[src/rtl/calc_pkg.sv]
// calc_pkg
// Shared definitions for the calculator keypad front end:
//   - memoryFlag function-key codes
//   - keypad scanner FSM state encoding
//   - key-map and row/column decode helpers used by the scanner
package calc_pkg;

  // Function-key codes carried on memoryFlag (bit 4 is the valid flag)
  localparam logic [4:0] MF_BACKSPACE  = 5'b10000;
  localparam logic [4:0] MF_MEM_STORE  = 5'b10001;
  localparam logic [4:0] MF_MEM_RECALL = 5'b10010;
  localparam logic [4:0] MF_CLEAR      = 5'b10011;
  localparam logic [4:0] MF_NEGATE     = 5'b10100;
  localparam logic [4:0] MF_EQUALS     = 5'b10101;

  typedef enum logic [2:0] {
    SCAN,
    DEB_PRESS,
    EMIT,
    HOLD,
    DEB_REL
  } scan_state_t;

  // Maps a {row, col} position to its 5-bit output code. Digit codes and
  // function codes share the same bit patterns (e.g. digit 1 and memory
  // store are both 10001), so key_is_digit decides which output port the
  // code is routed to.
  function automatic logic [4:0] key_code(input logic [1:0] row,
                                          input logic [1:0] col);
    logic [4:0] code;
    code = 5'b00000;
    case ({row, col})
      4'h0: code = {1'b1, 4'd1};
      4'h1: code = {1'b1, 4'd2};
      4'h2: code = {1'b1, 4'd3};
      4'h3: code = MF_BACKSPACE;
      4'h4: code = {1'b1, 4'd4};
      4'h5: code = {1'b1, 4'd5};
      4'h6: code = {1'b1, 4'd6};
      4'h7: code = MF_MEM_STORE;
      4'h8: code = {1'b1, 4'd7};
      4'h9: code = {1'b1, 4'd8};
      4'hA: code = {1'b1, 4'd9};
      4'hB: code = MF_MEM_RECALL;
      4'hC: code = MF_NEGATE;
      4'hD: code = {1'b1, 4'd0};
      4'hE: code = MF_EQUALS;
      4'hF: code = MF_CLEAR;
      default: code = 5'b00000;
    endcase
    return code;
  endfunction

  // Digits occupy columns 0..2, except '*' and '#' on the bottom row.
  function automatic logic key_is_digit(input logic [1:0] row,
                                        input logic [1:0] col);
    return (col != 2'd3) && !((row == 2'd3) && (col != 2'd1));
  endfunction

  // True when exactly one bit of an active-low vector is asserted.
  function automatic logic exactly_one_low(input logic [3:0] v);
    return $countones(~v) == 1;
  endfunction

  // Index of the lowest asserted bit of an active-low vector.
  function automatic logic [1:0] low_index(input logic [3:0] v);
    logic [1:0] idx;
    idx = 2'd0;
    for (int i = 3; i >= 0; i--) begin
      if (!v[i]) begin
        idx = 2'(i);
      end
    end
    return idx;
  endfunction

endpackage

[src/rtl/sync2.sv]
// sync2
// Two-flop synchroniser for the 4 keypad row lines. Flops reset to all
// ones so an idle (released) keypad is seen while reset is active.
// Ports:
//   clk    in   system clock
//   reset  in   asynchronous, active-low reset
//   d      in   [3:0] asynchronous input
//   q      out  [3:0] synchronised output
module sync2 (
  input  logic       clk,
  input  logic       reset,
  input  logic [3:0] d,
  output logic [3:0] q
);

  logic [3:0] meta;

  always_ff @(posedge clk or negedge reset) begin
    if (!reset) begin
      meta <= 4'b1111;
      q    <= 4'b1111;
    end else begin
      meta <= d;
      q    <= meta;
    end
  end

endmodule

[src/rtl/keypad_scanner.sv]
// keypad_scanner
// Scans a 4x4 active-low matrix keypad, debounces press and release, and
// emits one single-cycle code per key press. Digit keys appear on
// numberPulse as {1, digit}; function keys appear on memoryFlag.
// Ports:
//   clk          in   system clock
//   reset        in   asynchronous, active-low reset
//   row_n        in   [3:0] keypad rows, active-low, asynchronous to clk
//   col_n        out  [3:0] one-hot active-low column drive
//   numberPulse  out  [4:0] {1, digit} for one cycle on a digit press
//   memoryFlag   out  [4:0] function-key code for one cycle
//   key_down     out  high from press acceptance until release debounce ends
// SCAN_DIV must be at least 4 so the synchroniser has settled on the newly
// driven column before the rows are sampled; DEBOUNCE_CNT must be at least 2.
module keypad_scanner
  import calc_pkg::*;
#(
  parameter int SCAN_DIV     = 1000,
  parameter int DEBOUNCE_CNT = 50000
) (
  input  logic       clk,
  input  logic       reset,
  input  logic [3:0] row_n,
  output logic [3:0] col_n,
  output logic [4:0] numberPulse,
  output logic [4:0] memoryFlag,
  output logic       key_down
);

  localparam int DWELL_W = $clog2(SCAN_DIV);
  localparam int DEB_W   = $clog2(DEBOUNCE_CNT);

  localparam logic [DWELL_W-1:0] DWELL_LAST = DWELL_W'(SCAN_DIV - 1);
  localparam logic [DEB_W-1:0]   DEB_LAST   = DEB_W'(DEBOUNCE_CNT - 1);

  scan_state_t      state, state_next;
  logic [3:0]       rows_sync;
  logic [3:0]       col_next;
  logic [DWELL_W-1:0] dwell, dwell_next;
  logic [DEB_W-1:0] deb, deb_next;
  logic [1:0]       key_row, key_row_next;
  logic [1:0]       key_col, key_col_next;
  logic [4:0]       number_next;
  logic [4:0]       flag_next;
  logic             key_down_next;

  logic [3:0]       col_rot;
  logic [3:0]       latched_pattern;
  logic             latched_row_high;
  logic [4:0]       code;
  logic             code_is_digit;

  sync2 u_sync (
    .clk   (clk),
    .reset (reset),
    .d     (row_n),
    .q     (rows_sync)
  );

  // State and output registers. The pulse outputs are registered so the
  // code is present exactly during the EMIT cycle.
  always_ff @(posedge clk or negedge reset) begin
    if (!reset) begin
      state       <= SCAN;
      col_n       <= 4'b1110;
      dwell       <= '0;
      deb         <= '0;
      key_row     <= 2'd0;
      key_col     <= 2'd0;
      numberPulse <= 5'b00000;
      memoryFlag  <= 5'b00000;
      key_down    <= 1'b0;
    end else begin
      state       <= state_next;
      col_n       <= col_next;
      dwell       <= dwell_next;
      deb         <= deb_next;
      key_row     <= key_row_next;
      key_col     <= key_col_next;
      numberPulse <= number_next;
      memoryFlag  <= flag_next;
      key_down    <= key_down_next;
    end
  end

  // Next-state logic. The debounce counter exits on its last value rather
  // than one past it, so a press needs DEBOUNCE_CNT consecutive matching
  // cycles in DEB_PRESS and the counter never needs to hold DEBOUNCE_CNT.
  always_comb begin
    state_next    = state;
    col_next      = col_n;
    dwell_next    = dwell;
    deb_next      = deb;
    key_row_next  = key_row;
    key_col_next  = key_col;
    number_next   = 5'b00000;
    flag_next     = 5'b00000;
    key_down_next = key_down;

    col_rot          = {col_n[2:0], col_n[3]};
    latched_pattern  = ~(4'b0001 << key_row);
    latched_row_high = rows_sync[key_row];
    code             = key_code(key_row, key_col);
    code_is_digit    = key_is_digit(key_row, key_col);

    case (state)
      SCAN: begin
        if (dwell == DWELL_LAST) begin
          dwell_next = '0;
          if (exactly_one_low(rows_sync)) begin
            key_row_next = low_index(rows_sync);
            key_col_next = low_index(col_n);
            deb_next     = '0;
            state_next   = DEB_PRESS;
          end else begin
            col_next = col_rot;
          end
        end else begin
          dwell_next = dwell + 1'b1;
        end
      end

      DEB_PRESS: begin
        if (rows_sync == latched_pattern) begin
          if (deb == DEB_LAST) begin
            state_next    = EMIT;
            key_down_next = 1'b1;
            if (code_is_digit) begin
              number_next = code;
            end else begin
              flag_next = code;
            end
          end else begin
            deb_next = deb + 1'b1;
          end
        end else begin
          state_next = SCAN;
          col_next   = col_rot;
          dwell_next = '0;
        end
      end

      EMIT: begin
        state_next = HOLD;
      end

      // Only the latched row is watched while the column is frozen, so a
      // second key on another row or column cannot disturb the release.
      HOLD: begin
        if (latched_row_high) begin
          deb_next   = '0;
          state_next = DEB_REL;
        end
      end

      DEB_REL: begin
        if (latched_row_high) begin
          if (deb == DEB_LAST) begin
            state_next    = SCAN;
            key_down_next = 1'b0;
            col_next      = col_rot;
            dwell_next    = '0;
          end else begin
            deb_next = deb + 1'b1;
          end
        end else begin
          deb_next = '0;
        end
      end

      default: begin
        state_next = SCAN;
      end
    endcase
  end

endmodule

[config.mk]
export PLATFORM = sky130hd
export DESIGN_NAME = keypad_scanner
export DESIGN_NICKNAME = d
export VERILOG_FILES = /design/src/rtl/calc_pkg.sv /design/src/rtl/sync2.sv /design/src/rtl/keypad_scanner.sv
export SDC_FILE = /design/constraint.sdc
export NUM_CORES = 1
export LEC_CHECK = 0
export CAP_MARGIN = 15
export CORE_UTILIZATION = 53
export CTS_CLUSTER_DIAMETER = 60
export DETAILED_ROUTE_END_ITERATION = 10
export PLACE_DENSITY = 0.85
export SKIP_CTS_REPAIR_TIMING = 1
export SYNTH_ARGS = -nofsm -noshare
export SYNTH_HDL_FRONTEND = slang
export SYNTH_HIERARCHICAL = 1
export SYNTH_SLANG_ARGS = --single-unit
[constraint.sdc]
create_clock -name clk -period 3.1 [get_ports clk]
set_clock_uncertainty 0.15 [all_clocks]
set_input_delay 0.31 -clock clk [delete_from_list [all_inputs] [get_ports clk]]
set_output_delay 0.31 -clock clk [all_outputs]
set_load 0.01 [all_outputs]
Yosys cells after proc, flatten, opt, wreduce, memory -nomap -nowiden
Memory sizes are Yosys's and may differ from the RTL's.
Index checks and enable logic that the tools add are counted.
{ "word_totals": {"mem_count": 1, "romBits": 64, "inputBits": 6, "output_inout_bits": 15, "regBits": 56, "word_cells": 104} }
{ "memory_table": {"columns": ["memory", "words", "width", "read_ports", "rd_clocked_by_memory_dff", "wr", "line", "source"], "rows": [
  ["(no name shown)", 16, 4, 1, 0, 0, "calc_pkg.sv:32", "case ({row, col})"]
]} }
{ "op_classes": {"n_mux": 49, "n_shift": 1, "n_bitwise": 2, "reduce_logical": 13, "n_lt_le_gt_ge": 1, "eq_ne": 21, "add_sub_neg": 5} }
{ "op_table": {"columns": ["operator", "count"], "rows": [
  ["16-bit two-way mux", 6],
  ["16-bit case mux with 4 select lines", 1],
  ["10-bit two-way mux", 4],
  ["5-bit two-way mux", 8],
  ["10-bit case mux with 3 select lines", 1],
  ["3-bit two-way mux", 7],
  ["4-bit two-way mux", 5],
  ["2-bit != test (second input constant)", 10],
  ["16-bit by 1-bit adder with 16-bit output (second input constant)", 1],
  ["16-bit == test (second input constant)", 1],
  ["2-bit two-way mux", 8],
  ["3-bit case mux with 5 select lines", 1],
  ["4-bit case mux with 3 select lines", 1],
  ["6-bit AND reduction", 2],
  ["10-bit by 1-bit adder with 10-bit output (second input constant)", 1],
  ["10-bit == test (second input constant)", 1],
  ["5-bit AND reduction", 2],
  ["4-bit inverter", 2],
  ["3-bit by 1-bit == test with 1-bit output (second input constant)", 2],
  ["3-bit by 2-bit == test with 1-bit output (second input constant)", 2],
  ["1-bit two-way mux", 5],
  ["1-bit by 1-bit adder with 2-bit output", 2],
  ["4-bit == test", 1],
  ["4-bit AND reduction", 1],
  ["other kinds (16)", 17]
]} }

Depth between registers and ports, before layout
{ "depth": {"ltp_word": 8, "mapped_depth": 11, "depth_no_buf": 10} }

Modules after synthesis
The synthesis kept the hierarchy.
{ "modules_own_cells": {"columns": ["module", "seq_area_each_um2", "cells_per_inst", "area_each_um2", "n_inst"], "rows": [
  ["keypad_scanner", 1204.9, 301, 2740.1, 1],
  ["sync2", 210.2, 8, 210.2, 1]
]} }

Worst setup path before layout
No wires, ideal clock.
{ "synth_path": {"kind": "flip-flop to flip-flop", "from": "register u_sync.q[1]", "to": "register deb[0]", "path_stages_with_launch": 12, "path_slack_ps": 164, "arrival_ps": 2665, "required_time_ps": 2829, "synth_period_minus_slack_ps": 2936, "path_buffers": 2, "setup_ps": 121, "cell_sequence": "dfstp_2 -> fa_1 -> inv_1 -> ha_1 -> ha_1 -> nor3b_1 -> nand2_1 -> nor2_1 -> or2_2 -> clkbuf_1 -> buf_2 -> nor2_1"} }
{ "synth_between": {"elab_chain_len": 6, "word_cells_on_any_way": 13, "classes_between": "2 x add/sub; 5 x eq/ne; 4 x mux; 1 x bitwise; 1 x reduce/logical"} }
{ "synth_lines": {"columns": ["item", "line", "source"], "rows": [
  ["start: declaration", "sync2.sv:13", "output logic [3:0] q"],
  ["start signal: assignment", "sync2.sv:24", "q <= meta;"],
  ["4-bit inverter", "calc_pkg.sv:62", "return $countones(~v) == 1;"],
  ["1-bit by 1-bit adder with 2-bit output (implied by the code)", "calc_pkg.sv:62", null],
  ["2-bit by 2-bit adder with 3-bit output (implied by the code)", "calc_pkg.sv:62", null],
  ["3-bit by 1-bit == test with 1-bit output", "calc_pkg.sv:62", null],
  ["2-bit != test (no source line)", null, null],
  ["5-bit AND reduction (no source line)", null, null],
  ["end signal: assignment", "keypad_scanner.sv:77", "deb <= deb_next;"],
  ["end: declaration", "keypad_scanner.sv:40", "logic [DEB_W-1:0] deb, deb_next;"]
]} }
Parallel ways exist; a longest one is shown, timed or not. The select of a mux whose other input is x is not followed.
A chain may end at the register's enable or synchronous reset.

Final worst setup path
{ "layout_path": {"from": "register u_sync.q[1]", "to": "register deb[2]"} }
Same word-level chain as after synthesis.

==> qor.yml <==
critical_path.endpoint_type: "register"
relSlewSlack_pct: 63.16
synth-async-reset-ratio_pct: 100.0
place.detailed.hpwl_microns: 4077
cts_buffers: 5
portBuffers: 20
leakage_nw: 1.485
final_common_cell: "dfrtp_1"
hold_viol: 0
worst_hold_path.endpoint: "u_sync/q[0]"
outcome: "finished, final reports clean"
die_x_microns: 76.61
r2r_start: "u_sync/q[1]"
ios: 21
fin_crit_ns: 2.963
worstHoldStart: "u_sync/meta[0]"
layout-drive-gt1-share_pct: 11.78
tightest_slew_ns: 0.5527
clock_power_share_pct: 37.9
slew_viol_final: 0
grt_overflow: 0
ir_drop_mv: 0.3147
final_cell_area_sq_um: 3379
switching_share_pct: 21.00
synth_top_family_by_area: "simple AND/OR/NAND/NOR gates"
place_congestion: 0.8330
die_h_microns: 76.61
syn-instance-count: 309
vias: 2354
synthAdderAreaFrac_pct: 4.071
synth_warnings: 6
grt_pass1_vias: 2234
dr.pass1.iters: 4
finalCritPeriodShare_pct: 95.58
yosysTopAreaCell: "dfrtp_1"
r2r_cells: 10
vias_per_cell: 5.870
synth.area.mux_share_pct: 3.011
critPathLaunchType: "register"
crit_type: "register to register"
cts_tree: "yes"
cts.sinks: 56
p_seq_share_pct: 57.4
fmax_mhz: 337.5
ys.flop_type: "dfrtp_1"
required_ns: 3.20
power.internal_w: 0.001024
powerDensity_nw_per_um2: 383.7
drt_iter0_markers: 147
hold_depth: 0
syn_area_sq_um: 2950
r2r_end: "deb[2]"
synth_area_leaders: "dfrtp_1 38%, dfstp_2 9.8%, nor2_1 4.2%, a21oi_1 3.9%, o21ai_0 3.7%"
hold_class: "register to register"
synth_compound_area_share_pct: 16.07
clk_pin_slew_ns: 0.10
post-route-util_pct: 64.52
ant_nets: 0
synth-xor-area-share_pct: 2.078
mostFrequentLayoutCells: "45 x dfrtp_1, 32 x nor2_1, 23 x a21oi_1"
rows: 26
synth-simple-area-share_pct: 23.07
p_sw_w: 0.0002723
grt_pass1_wl_microns: 10300
diodes: 0
syn_to_final_growth_pct: 14.55
layout.nets: 345
synth_edf_count: 0
clock_path_buffers: 2
synth.avg_cell_area_sq_um: 9.548
synth_top_area_share_pct: 38.17
root_buffer: "clkbuf_8"
yosys.cell_types.count: 56
core_sq_um: 5238
finalWirelength_microns: 5821
grt_max_degree: 51
grt_usage_pct: 21.63
synth_nets: 324
post_drt_wl_per_cell_microns: 14.52
fillerInstances: 423
dieArea_sq_um: 5869
worstPathMaxFanout: 11
cts_max_level: 2
clkLatencyLatePin_ns: 0.31
rrSetupSlack_ns: 0.14
synth-seq-cells: 56
place_area_sq_um: 3209
antenna_found_initial: 0
critPathArrivalTime_ns: 3.06
initial_utilization_pct: 56.33
combPwrFrac_pct: 4.7
ys_seq_area_share_pct: 47.96
setup_viol: 0
drv_cap: 0
drcViolationCount: 0
## metrics by stage
step | total power (W) | worst slack (ns) | TNS, ns | hold WS [ns] | cells
floorplan | 0.0007813 | 0.1638 | 0 | -0.1356 | 309
global placement | 0.0008064 | 0.06536 | 0 | 0.1957 | 391
detailed placement | 0.0008089 | -0.06031 | -0.1743 | 0.1968 | 391
CTS | 0.001295 | -0.1144 | -0.4289 | 0.09476 | 399
global route | 0.001340 | -0.01320 | -0.02555 | 0.2156 | 401
finish | 0.001297 | 0.1369 | 0 | 0.2096 | 401
## worst max path at each step
stage                      startpoint  endpoint  slack [ns]  cells past startpoint
after CTS                 u_sync/q[1]    deb[2]       -0.11                     10
after detailed placement  u_sync/q[1]    deb[2]       -0.06                     10
after global routing      u_sync/q[1]    deb[2]       -0.01                     10
final                     u_sync/q[1]    deb[2]        0.14                     10
after floorplan           u_sync/q[1]    deb[0]        0.16                     11
after global placement    u_sync/q[1]    deb[2]        0.07                     10
## sequential cells by signal, summed over array words and instances (netlist names)
| signal | cells |
|---|---|
| numberPulse | 5 |
| dwell | 10 |
| state | 3 |
| col_n | 4 |
| u_sync/meta | 4 |
| key_col | 2 |
| key_down | 1 |
| deb | 16 |
| key_row | 2 |
| memoryFlag | 5 |
| u_sync/q | 4 |
## per-layer routing
metal	track usage [%]	wire, microns
met4	5.769	52
met1	29.73	2760
met3	3.713	205
met5	0	0
met2	35.50	2803
## synthesized netlist by cell type, types with 6 or more instances
cell and n:
dfstp_2 11, ha_1 8, nand3_1 19, nand4_1 8, or3_1 6, nand2_1 17
o21ai_0 22, inv_1 17, a21oi_1 23, and3_1 8, nor2_1 33, clkbuf_1 6
dfrtp_1 45
## logic make-up (layout without fill, tap and decap cells)
group	after synthesis	in the layout
multiplexers	7	7
buffers and inverters	28	50
AO/OA/AOI/OAI	75	75
flip-flops	56	56
AND/OR/NAND/NOR	127	127
adder cells (fa/ha/maj)	9	9
XOR/XNOR	7	7
## critical path, stage by stage, from the launching register on
cell     delay (ns)
dfstp_2        0.60
fa_1           0.43
inv_1          0.07
ha_1           0.14
ha_1           0.25
nor3b_4        0.26
o22a_1         0.20
and2_1         0.14
o21ai_2        0.13
or4_1          0.44
nand2_1        0.10
## layout make-up
class / instances / area [sq um] / share of cell area (%)
Clock buffer: 8 / 122.6 / 3.628
Inverter: 17 / 63.81 / 1.888
Multi-Input combinational cell: 225 / 1443 / 42.69
Sequential cell: 56 / 1415 / 41.87
Tap cell: 70 / 87.58 / 2.592
Timing Repair Buffer: 25 / 247.7 / 7.331
## power by group through the flow
stage	Clock (W)	Sequential [W]	Combinational, W
2_1_floorplan	0	0.000758	0.0000237
3_3_place_gp	0	0.000758	0.0000485
3_5_place_dp	0	0.000759	0.0000503
4_1_cts	0.000499	0.000745	0.0000508
5_1_grt	0.000524	0.000746	0.0000699
6_report	0.000491	0.000745	0.0000608
Note: power is estimated with default switching activity, not from simulation.
